File: config.mk
export PLATFORM = sky130hd
export DESIGN_NAME = not_arbiter
export DESIGN_NICKNAME = d
export VERILOG_FILES = /design/src/rtl/not_arbiter.sv
export SDC_FILE = /design/constraint.sdc
export NUM_CORES = 1
export LEC_CHECK = 0
export BUFFER_PORTS_ARGS = -buffer_cell sky130_fd_sc_hd__clkbuf_2
export CAP_MARGIN = 20
export CORE_UTILIZATION = 43
export DETAILED_ROUTE_END_ITERATION = 12
export PLACE_DENSITY = 0.77
export SYNTH_ARGS = -nofsm -noshare
export SYNTH_HDL_FRONTEND = slang
export SYNTH_SLANG_ARGS = --single-unit
export TNS_END_PERCENT = 30
File: constraint.sdc
create_clock -name clk -period 3.47 [get_ports clk]
set_input_delay 0.347 -clock clk [delete_from_list [all_inputs] [get_ports clk]]
set_output_delay 0.347 -clock clk [all_outputs]
set_load 0.005 [all_outputs]
File: src/rtl/not_arbiter.sv
// Shared bitwise inverter with a round-robin front end. One request is granted
// per two cycles. The inverted data is returned one cycle after the grant, tagged with the owner's index.
module not_arbiter #(
  parameter int unsigned N = 4,
  parameter int unsigned W = 8
) (
  input  logic                                 clk,
  input  logic                                 rst_n,
  input  logic [N-1:0]                         req,
  input  logic [N*W-1:0]                       din,
  output logic [N-1:0]                         gnt,
  output logic                                 busy,
  output logic [W-1:0]                         y,
  output logic                                 y_valid,
  output logic [((N > 1) ? $clog2(N) : 1)-1:0] y_id,
  output logic [15:0]                          gnt_cnt
);

  localparam int unsigned IW = (N > 1) ? $clog2(N) : 1;
  localparam int unsigned CW = 16;

  typedef enum logic {
    IDLE = 1'b0,
    EXEC = 1'b1
  } state_t;

  state_t          state_q, state_d;
  logic [IW-1:0]   ptr_q, ptr_d;
  logic [W-1:0]    data_q, data_d;
  logic [IW-1:0]   win_id_q, win_id_d;
  logic [N-1:0]    gnt_q, gnt_d;
  logic            busy_q, busy_d;
  logic [W-1:0]    y_q, y_d;
  logic            y_valid_q, y_valid_d;
  logic [IW-1:0]   y_id_q, y_id_d;
  logic [CW-1:0]   gnt_cnt_q, gnt_cnt_d;

  logic            win_found;
  logic [IW-1:0]   win_idx;
  logic [N-1:0]    win_oh;
  logic [W-1:0]    win_data;

  // Round-robin search: start at ptr_q, walk upward modulo N, first set req wins.
  always_comb begin
    win_found = 1'b0;
    win_idx   = '0;
    win_oh    = '0;
    win_data  = '0;
    for (int unsigned off = 0; off < N; off++) begin
      int unsigned idx;
      idx = 32'(ptr_q) + off;
      if (idx >= N) begin
        idx = idx - N;
      end
      if (!win_found && req[idx]) begin
        win_found   = 1'b1;
        win_idx     = IW'(idx);
        win_oh[idx] = 1'b1;
        win_data    = din[idx*W +: W];
      end
    end
  end

  // Next-state and registered-output logic.
  always_comb begin
    state_d   = state_q;
    ptr_d     = ptr_q;
    data_d    = data_q;
    win_id_d  = win_id_q;
    gnt_d     = '0;
    busy_d    = 1'b0;
    y_d       = y_q;
    y_valid_d = 1'b0;
    y_id_d    = y_id_q;
    gnt_cnt_d = gnt_cnt_q;

    unique case (state_q)
      IDLE: begin
        if (win_found) begin
          state_d   = EXEC;
          busy_d    = 1'b1;
          gnt_d     = win_oh;
          data_d    = win_data;
          win_id_d  = win_idx;
          ptr_d     = (32'(win_idx) == N - 1) ? '0 : win_idx + IW'(1);
          gnt_cnt_d = gnt_cnt_q + CW'(1);
        end
      end
      EXEC: begin
        // Requests seen here are ignored; they are re-evaluated on the next IDLE edge.
        state_d   = IDLE;
        y_d       = ~data_q;
        y_valid_d = 1'b1;
        y_id_d    = win_id_q;
      end
      default: begin
        state_d = IDLE;
      end
    endcase
  end

  always_ff @(posedge clk or negedge rst_n) begin
    if (!rst_n) begin
      state_q   <= IDLE;
      ptr_q     <= '0;
      data_q    <= '0;
      win_id_q  <= '0;
      gnt_q     <= '0;
      busy_q    <= 1'b0;
      y_q       <= '0;
      y_valid_q <= 1'b0;
      y_id_q    <= '0;
      gnt_cnt_q <= '0;
    end else begin
      state_q   <= state_d;
      ptr_q     <= ptr_d;
      data_q    <= data_d;
      win_id_q  <= win_id_d;
      gnt_q     <= gnt_d;
      busy_q    <= busy_d;
      y_q       <= y_d;
      y_valid_q <= y_valid_d;
      y_id_q    <= y_id_d;
      gnt_cnt_q <= gnt_cnt_d;
    end
  end

  assign gnt     = gnt_q;
  assign busy    = busy_q;
  assign y       = y_q;
  assign y_valid = y_valid_q;
  assign y_id    = y_id_q;
  assign gnt_cnt = gnt_cnt_q;

endmodule
== Word level (Yosys, flattened, before mapping) ==
Index checks and enable logic that the tools add are counted.

* Output and inout bits: 32
* Input bits: 38
* Logic and storage cells: 95
* Bits in registers: 45

* Add/subtract/negate cells: 9
* Order comparisons: 12
* Bitwise logic cells: 5
* Reductions and logical operators: 11
* Equal/unequal tests: 1
* Muxes and demuxes: 43
* Shift-type cells: 4

{| class="wikitable"
|+ Operators by type and width
! operator !! number
|-
| $shiftx 32x33->8 || 4
|-
| $ge 32x1->1 const B || 4
|-
| $lt 32x3->1 const B || 4
|-
| $mux 32 || 4
|-
| $mux 8 || 4
|-
| $mux 4 || 6
|-
| $add 16x1->16 const B || 1
|-
| $mux 1 || 15
|-
| $or 4x4->4 || 3
|-
| $sub 3x3->4 const B || 3
|-
| $mux 2 || 5
|-
| $ge 3x3->1 const B || 3
|-
| $bmux 1 s2 || 4
|-
| $demux 1 s2 || 4
|-
| $not 8->8 || 1
|-
| $logic_and 1x1->1 || 7
|-
| $add 2x2->3 const B || 2
|-
| $sub 2x3->4 const B || 1
|-
| $add 2x1->3 const B || 1
|-
| $ge 2x3->1 const B || 1
|-
| $logic_not 1->1 || 3
|-
| $add 2x1->2 const B || 1
|-
| $eq 2x2->1 const B || 1
|-
| $pmux 1 s2 || 1
|-
| other kinds (2) || 2
|}

== Longest topological paths before layout ==
Gate-level depths: netlist (run 1).

* Word-level depth: 16
* Mapped depth: 13
* Gate-level depth less buffers: 10

== Least setup slack after synthesis (run 1) ==
Ideal clock, no wire load.

* Kind: register to register
* Start: register ptr_q[0]
* End: register ptr_q[0]
* Stages on the path, launching flop included: 14
* Slack: 241 ps
* Required time: 3348 ps
* Library setup time: 122 ps
* Buffers on the path: 4
* Data arrival time: 3108 ps
* Period minus slack after synthesis: 3229 ps
* Cell sequence: dfrtp_1 -> buf_4 -> clkbuf_1 -> inv_1 -> ha_1 -> mux4_2 -> buf_6 -> nor2_1 -> buf_2 -> and2_2 -> a2bb2oi_2 -> ha_1 -> nor2_1 -> a32o_1

* Word-level cells in the longest chain between the ends: 16
* Elaborated cells between the ends (all ways): 41
* Those cells by class: add/sub (8); order compare (4); eq/ne (1); mux (21); reduce/logical (7)

{| class="wikitable"
|+ RTL lines
! what !! RTL line !! source
|-
| start, declared || 28 || <nowiki>logic [IW-1:0] ptr_q, ptr_d;</nowiki>
|-
| start signal, assigned || 116 || <nowiki>ptr_q <= ptr_d;</nowiki>
|-
| branches (longest 13 deep; another with $sub 3x3->4) || n/a ||
|-
| $mux 2 * || 55 || <nowiki>if (!win_found && req[idx]) begin</nowiki>
|-
| net win_idx[1] || 39 || <nowiki>logic [IW-1:0] win_idx;</nowiki>
|-
| $eq 2x2->1 * || 85 || <nowiki>ptr_d = (32'(win_idx) == N - 1) ? '0 : win_idx + IW'(1);</nowiki>
|-
| $mux 2 * || 85 ||
|}

Mark *: on every way through the listed nets, which the timed path passes. The select of a mux whose other input is x is not followed.
A chain may end at the register's enable or synchronous reset.

== Worst setup path after layout (run 1) ==
Ends and elaborated chain as after synthesis.

==> flow_metrics.env, run 1 <==
export IMPL_status="complete, no violations"
export IMPL_area_growth_pct=14.9
export IMPL_synth_ff_type="dfrtp_1"
export IMPL_core_sq_um=7330
export IMPL_num_vias=2590
export IMPL_ctsHtreeMaxLevel=2
export IMPL_hold_violations=0
export IMPL_wl_met3_microns=453
export IMPL_drive_gt1_frac=0.375
export IMPL_rsz0062_at_grt="false"
export IMPL_cts_buffers=5
export IMPL_synthesis_instances=295
export IMPL_rows=31
export IMPL_insertion_delay_ns=0.30
export IMPL_die_x_microns=89.4
export IMPL_synth_area_top_cells="dfrtp_1 (34%), mux4_2 (19%), mux2i_1 (10%), a22oi_1 (3.7%), xnor2_1 (3.2%)"
export IMPL_grt_pass1_vias=2305
export IMPL_antenna_found_initial=0
export IMPL_synth_edf_count=0
export IMPL_cts_num_sinks=44
export IMPL_met1Wirelength_microns=3110
export IMPL_start_util=0.448
export IMPL_route_detailed_wl_per_inst_microns=15.1
export IMPL_final_nets=402
export IMPL_drt_wl_total_microns=6870
export IMPL_drv_cap=0
export IMPL_synth_top_area_frac=0.335
export IMPL_grt_pass1_wl_microns=11200
export IMPL_synthTopCellsByCount="dfrtp_1 (44), mux2i_1 (33), mux4_2 (28)"
export IMPL_relSlewSlack=0.576
export IMPL_post_dp_cell_area_sq_um=3680
export IMPL_tightest_slew_ns=0.636
export IMPL_synth_cell_types=43
export IMPL_met2_length_microns=3220
export IMPL_ant_nets=0
export IMPL_antenna_cells=0
export IMPL_async_flop_share=1.00
export IMPL_dp_hpwl_microns=5120
export IMPL_port_buffers=69
export IMPL_die_h_microns=89.4
export IMPL_fill_cells=673
export IMPL_synth_top_cell_by_area="dfrtp_1"
export IMPL_drc=0
export IMPL_track_usage=0.184
export IMPL_end_kind="register"
export IMPL_yosysMostFrequentCell="dfrtp_1"
export IMPL_p_per_area_nw_per_um2=932
export IMPL_drt_iter0_drc=144
export IMPL_dp_cells=447
export IMPL_place_congestion=0.823
export IMPL_cp_max_fo=28
export IMPL_max_freq_mhz=344
export IMPL_drt_vias_per_instance=5.68
export IMPL_cts_reportedPaths_clkPinSlew_ns=0.08
export IMPL_cp_arrival_ns=3.10
export IMPL_first_pass_iters=4
export IMPL_total_power_w=0.00352
export IMPL_cts_setup_buffers=0
export IMPL_ir_worst_vdd_v=0.000462
export IMPL_seq_area_frac_synth=0.335
export IMPL_fin_crit_sh=0.838
export IMPL_grt_overflow_total=0
export IMPL_critical_path_class="register to register"
export IMPL_synth_area_per_cell_sq_um=11.1
export IMPL_utilization=0.515
export IMPL_final_area_sq_um=3770
export IMPL_totalNegativeSetupSlack_ns=0
export IMPL_clockRootBuffer="clkbuf_8"
export IMPL_power_leakage_nw=1.68
export IMPL_stdcell_count=456
export IMPL_worst_hold_path_type="register to register"
export IMPL_required_ns=3.66
export IMPL_ios=70
export IMPL_dieArea_sq_um=7990
export IMPL_grt_max_degree=31
export IMPL_crit_path_start_kind="register"
export IMPL_ys_seq_elements=44
export IMPL_drv_slew=0
export IMPL_cts_tree="yes"
export IMPL_topRoutingLayerUsed="met4"
export IMPL_ys_warn_count=0
export IMPL_final_period_minus_worst_setup_slack_ns=2.91
export IMPL_cts_max_path_buffers=2
export IMPL_worst_clock_skew_ns=0.00850
export IMPL_syn_nets=341
export IMPL_setup_viol=0
export IMPL_synth_cell_area_sq_um=3280
path summary, 6_finish.rpt:
check | depth (start not counted) | slack, ns | start | end
max | 9 | 0.56 | ptr_q[0]$_DFFE_PN0P_ | ptr_q[0]$_DFFE_PN0P_
min | 1 | 0.46 | data_q[6]$_DFFE_PN0P_ | y[6]$_DFFE_PN0P_
max reg2reg | 9 | 0.56 | ptr_q[0]$_DFFE_PN0P_ | ptr_q[0]$_DFFE_PN0P_
min reg2reg | 1 | 0.46 | data_q[6]$_DFFE_PN0P_ | y[6]$_DFFE_PN0P_
max in group asynchronous | 3 | 2.25 | rst_n | gnt_cnt[13]$_DFFE_PN0P_
min in group asynchronous | 2 | 0.51 | rst_n | ptr_q[0]$_DFFE_PN0P_
cell families after synthesis:
group	count (synthesis)	synth area share
AND/OR/NAND/NOR	65	0.103
multiplexers	64	0.304
AO/OA/AOI/OAI	62	0.130
flip-flops	44	0.335
buffers and inverters	37	0.0568
XOR/XNOR	15	0.0400
adder cells (fa/ha/maj)	8	0.0305
final cells by class:
type | instances | area, sq um | area share
multi-input cells | 214 | 2000 | 0.529
clock buffers | 6 | 72.6 | 0.0192
well taps | 99 | 124 | 0.0328
clock inverters | 2 | 12.5 | 0.00331
repair buffers | 78 | 415 | 0.110
inverters | 13 | 51.3 | 0.0136
flip-flops and latches | 44 | 1100 | 0.292
timing repair:
action / in CTS / in global routing
endpoints found under the hold margin: 16 / 0
gates resized for setup: 0 / 0
hold buffers: 1 / 0
layer usage:
metal	track usage	vias to the layer above
met5	0	-
met4	0.0620	0
met3	0.0305	5
met2	0.287	97
met1	0.260	1256
li1	-	1232
where the power goes:
group          internal, W  total (W)  switching, W
Sequential        0.000724   0.000881      0.000157
Combinational      0.00114    0.00232       0.00118
Clock             0.000141   0.000313      0.000172
registers in the layout, indices dropped and copies added (netlist names):
signal,cells
y,8
gnt,4
win_id_q,2
busy,1
gnt_cnt,16
data_q,8
y_id,2
y_valid,1
ptr_q,2
metrics by stage:
step	hold WS [ns]	setup WS, ns
after global routing	0.486	0.384
after detailed placement	0.301	0.586
after floorplan	0.0514	0.241
after CTS	0.467	0.572
after global placement	0.296	0.685
final	0.461	0.563
cells in the final DEF (no fill, tap or decap), types with 2 or more instances in the layout:
master / synthesis / final
clkbuf_2: 0 / 69
dfrtp_1: 44 / 43
mux2i_1: 33 / 33
mux4_2: 28 / 28
nand2_1: 22 / 22
o21ai_0: 18 / 18
a22oi_1: 16 / 16
nor2_1: 15 / 15
a21oi_1: 12 / 12
xnor2_1: 12 / 12
inv_1: 11 / 11
o221a_2: 8 / 8
ha_1: 8 / 8
buf_4: 1 / 8
or2_2: 6 / 6
clkbuf_8: 0 / 5
nand4_1: 4 / 4
nor2b_1: 3 / 3
and4_1: 3 / 3
xor2_1: 3 / 3
a31oi_1: 2 / 2
mux2_2: 2 / 2
nand3_1: 2 / 2
and3_1: 2 / 2
critical path, stage by stage (launching register included):
cell	delay, ns
dfrtp_2	0.36
buf_4	0.34
mux4_2	0.77
nor2b_1	0.18
buf_4	0.18
and2_2	0.22
a2bb2oi_2	0.21
ha_1	0.19
nor2_1	0.05
a32o_1	0.28
No activity file was read; power rests on OpenSTA's default activity.
==> run 2: changes to the inputs <==
==> constraint.sdc (replaced) <==
create_clock -name clk -period 2.35 [get_ports clk]
set_input_delay 0.235 -clock clk [delete_from_list [all_inputs] [get_ports clk]]
set_output_delay 0.235 -clock clk [all_outputs]
set_load 0.005 [all_outputs]
==> run 2 against run 1 <==
Net effect: the run now ends with setup timing left; worst hold slack worse by 0.0085 ns; sequential share of layout area shrank 3.3 points; final cell count grew 6.4%; sequential power up 43%; utilization is 6.5 points higher; final area rose by 13%; combinational power up 99%; register-to-register slack lost 0.67 ns; routed wire length increased by 11%; clock power grew 95%; critical path depth is the same; non-clock buffer count grew 29; critical path type unchanged; critical endpoint unchanged.
==> flow_metrics.env, run 2 (same netlist as run 1, synthesis figures left out) <==
export IMPL_whs_path_depth=1
export IMPL_grt_overflow_total=0
export IMPL_hold_violations=0
export IMPL_ant_nets=0
export IMPL_r2r_end="ptr_q[0]$_DFFE_PN0P_"
export IMPL_end_kind="register"
export IMPL_layout_common_cells="clkbuf_2 (69), dfrtp_1 (43), mux2i_1 (33)"
export IMPL_ir_worst_vdd_v=0.000761
export IMPL_antenna_found_initial=0
export IMPL_worst_clock_skew_ns=0.00867
export IMPL_place_congestion=0.808
export IMPL_ios=70
export IMPL_wl_met3_microns=517
export IMPL_cp_arrival_ns=2.65
export IMPL_cts_reportedPaths_clkPinSlew_ns=0.09
export IMPL_rsz0062_at_grt="true"
export IMPL_final_period_minus_worst_setup_slack_ns=2.46
export IMPL_p_sw_frac=0.404
export IMPL_drv_slew=0
export IMPL_drt_vias_per_instance=5.71
export IMPL_setup_ws_ns=-0.109
export IMPL_largest_reg_flops=16
export IMPL_ctsHtreeMaxLevel=2
export IMPL_cts_num_sinks=44
export IMPL_grt_pass1_wl_microns=11800
export IMPL_dieArea_sq_um=7990
export IMPL_dp_hpwl_microns=5430
export IMPL_internal_power_w=0.00386
export IMPL_power_leakage_nw=1.90
export IMPL_max_freq_mhz=407
export IMPL_fin_crit_sh=1.05
export IMPL_p_switching_w=0.00262
export IMPL_hold_start="data_q[6]$_DFFE_PN0P_"
export IMPL_num_vias=2769
export IMPL_final_nets=431
export IMPL_pwr_share_comb=0.711
export IMPL_status="complete, but fails checks"
export IMPL_holdPathEnd="y[6]$_DFFE_PN0P_"
export IMPL_p_seq_frac=0.195
export IMPL_area_growth_pct=29.4
export IMPL_p_per_area_nw_per_um2=1530
export IMPL_cp_max_fo=5
export IMPL_core_sq_um=7330
export IMPL_worst_hold_path_type="register to register"
export IMPL_totalNegativeSetupSlack_ns=-0.143
export IMPL_rr_startpoint="ptr_q[1]$_DFFE_PN0P_"
export IMPL_reg2reg_depth=9
export IMPL_r2r_slack_ns=-0.11
export IMPL_layout_commonest_cell="clkbuf_2"
export IMPL_port_buffers=69
export IMPL_grt_max_degree=50
export IMPL_met1Wirelength_microns=3260
export IMPL_critPathLaunch="ptr_q[1]$_DFFE_PN0P_"
export IMPL_drive_gt1_frac=0.484
export IMPL_die_x_microns=89.4
export IMPL_drc=0
export IMPL_die_h_microns=89.4
export IMPL_met2_length_microns=3790
export IMPL_insertion_delay_ns=0.30
export IMPL_setup_viol=3
export IMPL_post_dp_cell_area_sq_um=3880
export IMPL_tightest_slew_ns=0.589
export IMPL_clockPowerShare=0.094
export IMPL_topRoutingLayerUsed="met4"
export IMPL_cts_max_path_buffers=2
export IMPL_rows=31
export IMPL_drv_cap=0
export IMPL_start_util=0.448
export IMPL_crit_path_start_kind="register"
export IMPL_violations="setup timing"
export IMPL_required_ns=2.55
export IMPL_relSlewSlack=0.607
export IMPL_drt_wl_total_microns=7620
export IMPL_grt_pass1_vias=2578
export IMPL_track_usage=0.192
export IMPL_final_area_sq_um=4250
export IMPL_cts_buffers=5
export IMPL_route_detailed_wl_per_inst_microns=15.7
export IMPL_critical_path_class="register to register"
export IMPL_cts_tree="yes"
export IMPL_clockRootBuffer="clkbuf_8"
export IMPL_first_pass_iters=4
export IMPL_antenna_cells=0
export IMPL_drt_iter0_drc=154
-- run 2: cell count changes in the layout (fill, tap and decap cells not counted), moves of 3 or more --
| cell | change |
|---|---|
| a22oi_1 | -4 |
| a22oi_2 | +4 |
| buf_12 | +4 |
| buf_4 | +20 |
| buf_6 | +4 |
| inv_6 | +3 |
| nor2_1 | -5 |
| nor2_2 | +4 |
-- run 2: worst max-delay path by stage --
| stage | cells after the start | slack [ns] | to |
|---|---|---|---|
| 2_1_floorplan | 13 | -0.35 | ptr_q[0]$_DFFE_PN0P_ |
| 3_3_place_gp | 8 | -0.06 | data_q[4]$_DFFE_PN0P_ |
| 3_5_place_dp | 8 | -0.11 | data_q[4]$_DFFE_PN0P_ |
| 4_1_cts | 9 | -0.09 | ptr_q[0]$_DFFE_PN0P_ |
| 5_1_grt | 10 | -0.16 | ptr_q[0]$_DFFE_PN0P_ |
| 6_report | 9 | -0.11 | ptr_q[0]$_DFFE_PN0P_ |
-- run 2: what timing repair did --
action,CTS,global route
hold buffers,1,0
endpoints found under the setup margin,10,20
setup buffers,0,11
cloned,0,1
resized for setup,4,23
pin swaps,1,13
endpoints found under the hold margin,23,0
-- run 2: critical path: stages, from the launching register on --
cell and delay, ns:
dfrtp_1 0.43, clkinv_4 0.08, ha_4 0.28, mux4_2 0.61
nor2_4 0.14, and2_4 0.17, a2bb2oi_4 0.18, ha_4 0.16
nor2_2 0.03, a32o_1 0.27
-- run 2: cell type report --
class / count / area, sq um
Fill cell: 606 / 3080
Timing Repair Buffer: 107 / 716
Clock inverter: 3 / 50.0
Clock buffer: 5 / 68.8
Inverter: 13 / 63.8
Tap cell: 99 / 124
Sequential cell: 44 / 1100
Multi-Input combinational cell: 214 / 2130
-- run 2: per-stage QoR --
stage               setup WS [ns]  power [W]   util  hold slack, ns  std cells
global route               -0.155    0.00695  0.580           0.477        485
detailed placement         -0.112    0.00519  0.530           0.267        464
finish                     -0.109    0.00649  0.580           0.453        485
CTS                       -0.0864    0.00585  0.549           0.455        473
floorplan                  -0.354    0.00423      -         -0.0606        295
global placement          -0.0568    0.00508  0.530           0.261        464
-- run 2: power by group through the flow --
stage                     clock network (W)  registers [W]  logic, W
after CTS                          0.000621        0.00127   0.00396
final                              0.000611        0.00126   0.00461
after global routing               0.000662        0.00131   0.00498
after global placement                    0        0.00127   0.00381
after detailed placement                  0        0.00128   0.00391
after floorplan                           0        0.00126   0.00297
-- run 2: routing by layer --
metal / track usage / up-vias
met2: 0.325 / 125
li1: - / 1291
met5: 0 / -
met3: 0.0249 / 4
met4: 0.0606 / 0
met1: 0.257 / 1349
==> run 3: changes to the inputs <==
--- a/config.mk
+++ b/config.mk
@@ -7,9 +7,11 @@
 export LEC_CHECK = 0
 export BUFFER_PORTS_ARGS = -buffer_cell sky130_fd_sc_hd__clkbuf_2
 export CAP_MARGIN = 20
-export CORE_UTILIZATION = 43
+export CELL_PAD_IN_SITES_DETAIL_PLACEMENT = 1
+export CELL_PAD_IN_SITES_GLOBAL_PLACEMENT = 2
+export CORE_UTILIZATION = 32
 export DETAILED_ROUTE_END_ITERATION = 12
-export PLACE_DENSITY = 0.77
+export PLACE_DENSITY = 0.86
 export SYNTH_ARGS = -nofsm -noshare
 export SYNTH_HDL_FRONTEND = slang
 export SYNTH_SLANG_ARGS = --single-unit
==> constraint.sdc (replaced) <==
create_clock -name clk -period 2.35 [get_ports clk]
set_input_delay 0.47 -clock clk [delete_from_list [all_inputs] [get_ports clk]]
set_output_delay 0.47 -clock clk [all_outputs]
set_load 0.005 [all_outputs]
==> run 3 against run 2 <==
Net effect: the run still ends with setup timing left; final cell count rose by 6.6%; utilization fell by 15 points; non-clock buffer count fell by 2; sequential cell count unchanged; clock power decreased by 21%; critical path type unchanged; largest power group unchanged; highest routed layer unchanged.
==> flow_metrics.env, run 3 (same netlist as run 1, synthesis figures left out) <==
export IMPL_layout_common_cells="clkbuf_2 (69), dfrtp_1 (43), mux2i_1 (33)"
export IMPL_fill_cells=1091
export IMPL_ctsHtreeMaxLevel=2
export IMPL_place_congestion=0.815
export IMPL_drt_wl_total_microns=8820
export IMPL_violations="setup timing"
export IMPL_critical_path_class="register to register"
export IMPL_first_pass_iters=4
export IMPL_num_vias=2799
export IMPL_cp_arrival_ns=2.60
export IMPL_utilization=0.429
export IMPL_cts_tree="yes"
export IMPL_setup_ws_ns=-0.0632
export IMPL_antenna_found_initial=0
export IMPL_worst_hold_path_type="primary input to async pin"
export IMPL_hold_violations=0
export IMPL_r2r_slack_ns=-0.06
export IMPL_cts_reportedPaths_clkPinSlew_ns=0.09
export IMPL_rows=36
export IMPL_max_freq_mhz=414
export IMPL_power_leakage_nw=1.87
export IMPL_cts_buffers=5
export IMPL_ir_worst_vdd_v=0.000734
export IMPL_drt_iter0_drc=101
export IMPL_drv_slew=0
export IMPL_drive_gt1_frac=0.487
export IMPL_status="complete, but fails checks"
export IMPL_fin_crit_sh=1.03
export IMPL_track_usage=0.171
export IMPL_layout_commonest_cell="clkbuf_2"
export IMPL_area_growth_pct=28.8
export IMPL_insertion_delay_ns=0.29
export IMPL_multi_input_area_sq_um=2140
export IMPL_drc=0
export IMPL_start_util=0.333
export IMPL_drv_cap=0
export IMPL_required_ns=2.54
export IMPL_final_period_minus_worst_setup_slack_ns=2.41
export IMPL_rsz0062_at_grt="true"
export IMPL_end_kind="register"
export IMPL_grt_overflow_total=0
export IMPL_cts_max_path_buffers=2
export IMPL_reg2reg_depth=10
export IMPL_total_power_w=0.00632
export IMPL_ios=70
export IMPL_crit_path_start_kind="register"
export IMPL_cts_num_sinks=44
export IMPL_port_buffers=69
export IMPL_dieArea_sq_um=10700
export IMPL_dp_hpwl_microns=6600
export IMPL_ant_nets=0
export IMPL_regArea_sq_um=1100
export IMPL_clockRootBuffer="clkbuf_8"
export IMPL_antenna_cells=0
export IMPL_rr_startpoint="ptr_q[1]$_DFFE_PN0P_"
export IMPL_p_per_area_nw_per_um2=1500
export IMPL_grt_pass1_wl_microns=14200
export IMPL_setup_viol=2
export IMPL_final_nets=429
export IMPL_grt_pass1_vias=2839
export IMPL_tightest_slew_ns=0.795
export IMPL_cp_max_fo=6
export IMPL_die_x_microns=103
export IMPL_largest_reg_flops=16
export IMPL_route_detailed_wl_per_inst_microns=17.1
export IMPL_worst_clock_skew_ns=0.0148
export IMPL_core_sq_um=9860
export IMPL_r2r_end="ptr_q[0]$_DFFE_PN0P_"
export IMPL_drt_vias_per_instance=5.41
export IMPL_die_h_microns=103
export IMPL_grt_max_degree=41
export IMPL_relSlewSlack=0.470
## run 3: changes by cell type in the layout (fill, tap and decap cells not counted), moves of 2 or more
cell,delta
a21oi_1,-2
a21oi_2,+2
buf_12,-3
buf_6,+3
inv_6,-2
nor2_1,+3
nor2_2,-4
o21ai_1,-2
o21ai_2,+2
## run 3: worst max-delay path: stages (launching register included)
cell       delay, ns
dfrtp_1         0.42
clkinv_4        0.08
ha_4            0.28
buf_8           0.13
buf_6           0.10
a31oi_1         0.06
a222oi_1        0.61
a2bb2oi_4       0.22
ha_4            0.16
nor2_1          0.04
a32o_1          0.21
## run 3: power breakdown
part | internal [W] | switching [W] | leakage, nW
combinational | 0.00233 | 0.00223 | 1.28
sequential | 0.00107 | 0.000210 | 0.541
clock | 0.000239 | 0.000246 | 0.0445
total | 0.00364 | 0.00269 | 1.87
## run 3: worst max path at each step
stage,from,to,slack [ns],cells after the start
6_report,ptr_q[1]$_DFFE_PN0P_,ptr_q[0]$_DFFE_PN0P_,-0.06,10
5_1_grt,ptr_q[1]$_DFFE_PN0P_,ptr_q[0]$_DFFE_PN0P_,-0.13,10
4_1_cts,ptr_q[1]$_DFFE_PN0P_,ptr_q[0]$_DFFE_PN0P_,-0.07,10
3_5_place_dp,ptr_q[1]$_DFFE_PN0P_,data_q[2]$_DFFE_PN0P_,-0.05,8
3_3_place_gp,ptr_q[0]$_DFFE_PN0P_,data_q[1]$_DFFE_PN0P_,0.05,7
2_1_floorplan,ptr_q[0]$_DFFE_PN0P_,ptr_q[0]$_DFFE_PN0P_,-0.35,13
## run 3: metal layers
layer	share of wire	track usage
met4	0.010	0.0455
met1	0.45	0.224
met3	0.038	0.0161
met5	0	0
met2	0.51	0.305
## run 3: layout make-up
cell class / count / share of cell area
multi-input combinational: 214 / 0.506
sequential: 44 / 0.261
timing repair buffer: 105 / 0.156
tap: 133 / 0.0393
clock buffer: 7 / 0.0204
inverter: 13 / 0.0157
clock inverter: 1 / 0.00177
## run 3: stage by stage
| step | cell area (sq um) | setup TNS, ns | std cells | setup slack [ns] | hold slack [ns] |
|---|---|---|---|---|---|
| 2_1_floorplan | 3360 | -2.72 | 295 | -0.354 | 0.174 |
| 6_report | 4230 | -0.0632 | 517 | -0.0632 | 0.250 |
| 3_5_place_dp | 3930 | -0.161 | 502 | -0.0497 | 0.447 |
| 4_1_cts | 4130 | -0.134 | 516 | -0.0669 | 0.274 |
| 3_3_place_gp | 3930 | 0 | 502 | 0.0508 | 0.441 |
| 5_1_grt | 4230 | -0.792 | 517 | -0.130 | 0.310 |
## run 3: timing repair
action,4_1_cts,5_1_grt
setup endpoints to repair,12,18
buffers inserted,6,2
pin swaps,10,19
hold buffers,0,0
gates cloned,0,0
resized for setup,11,23
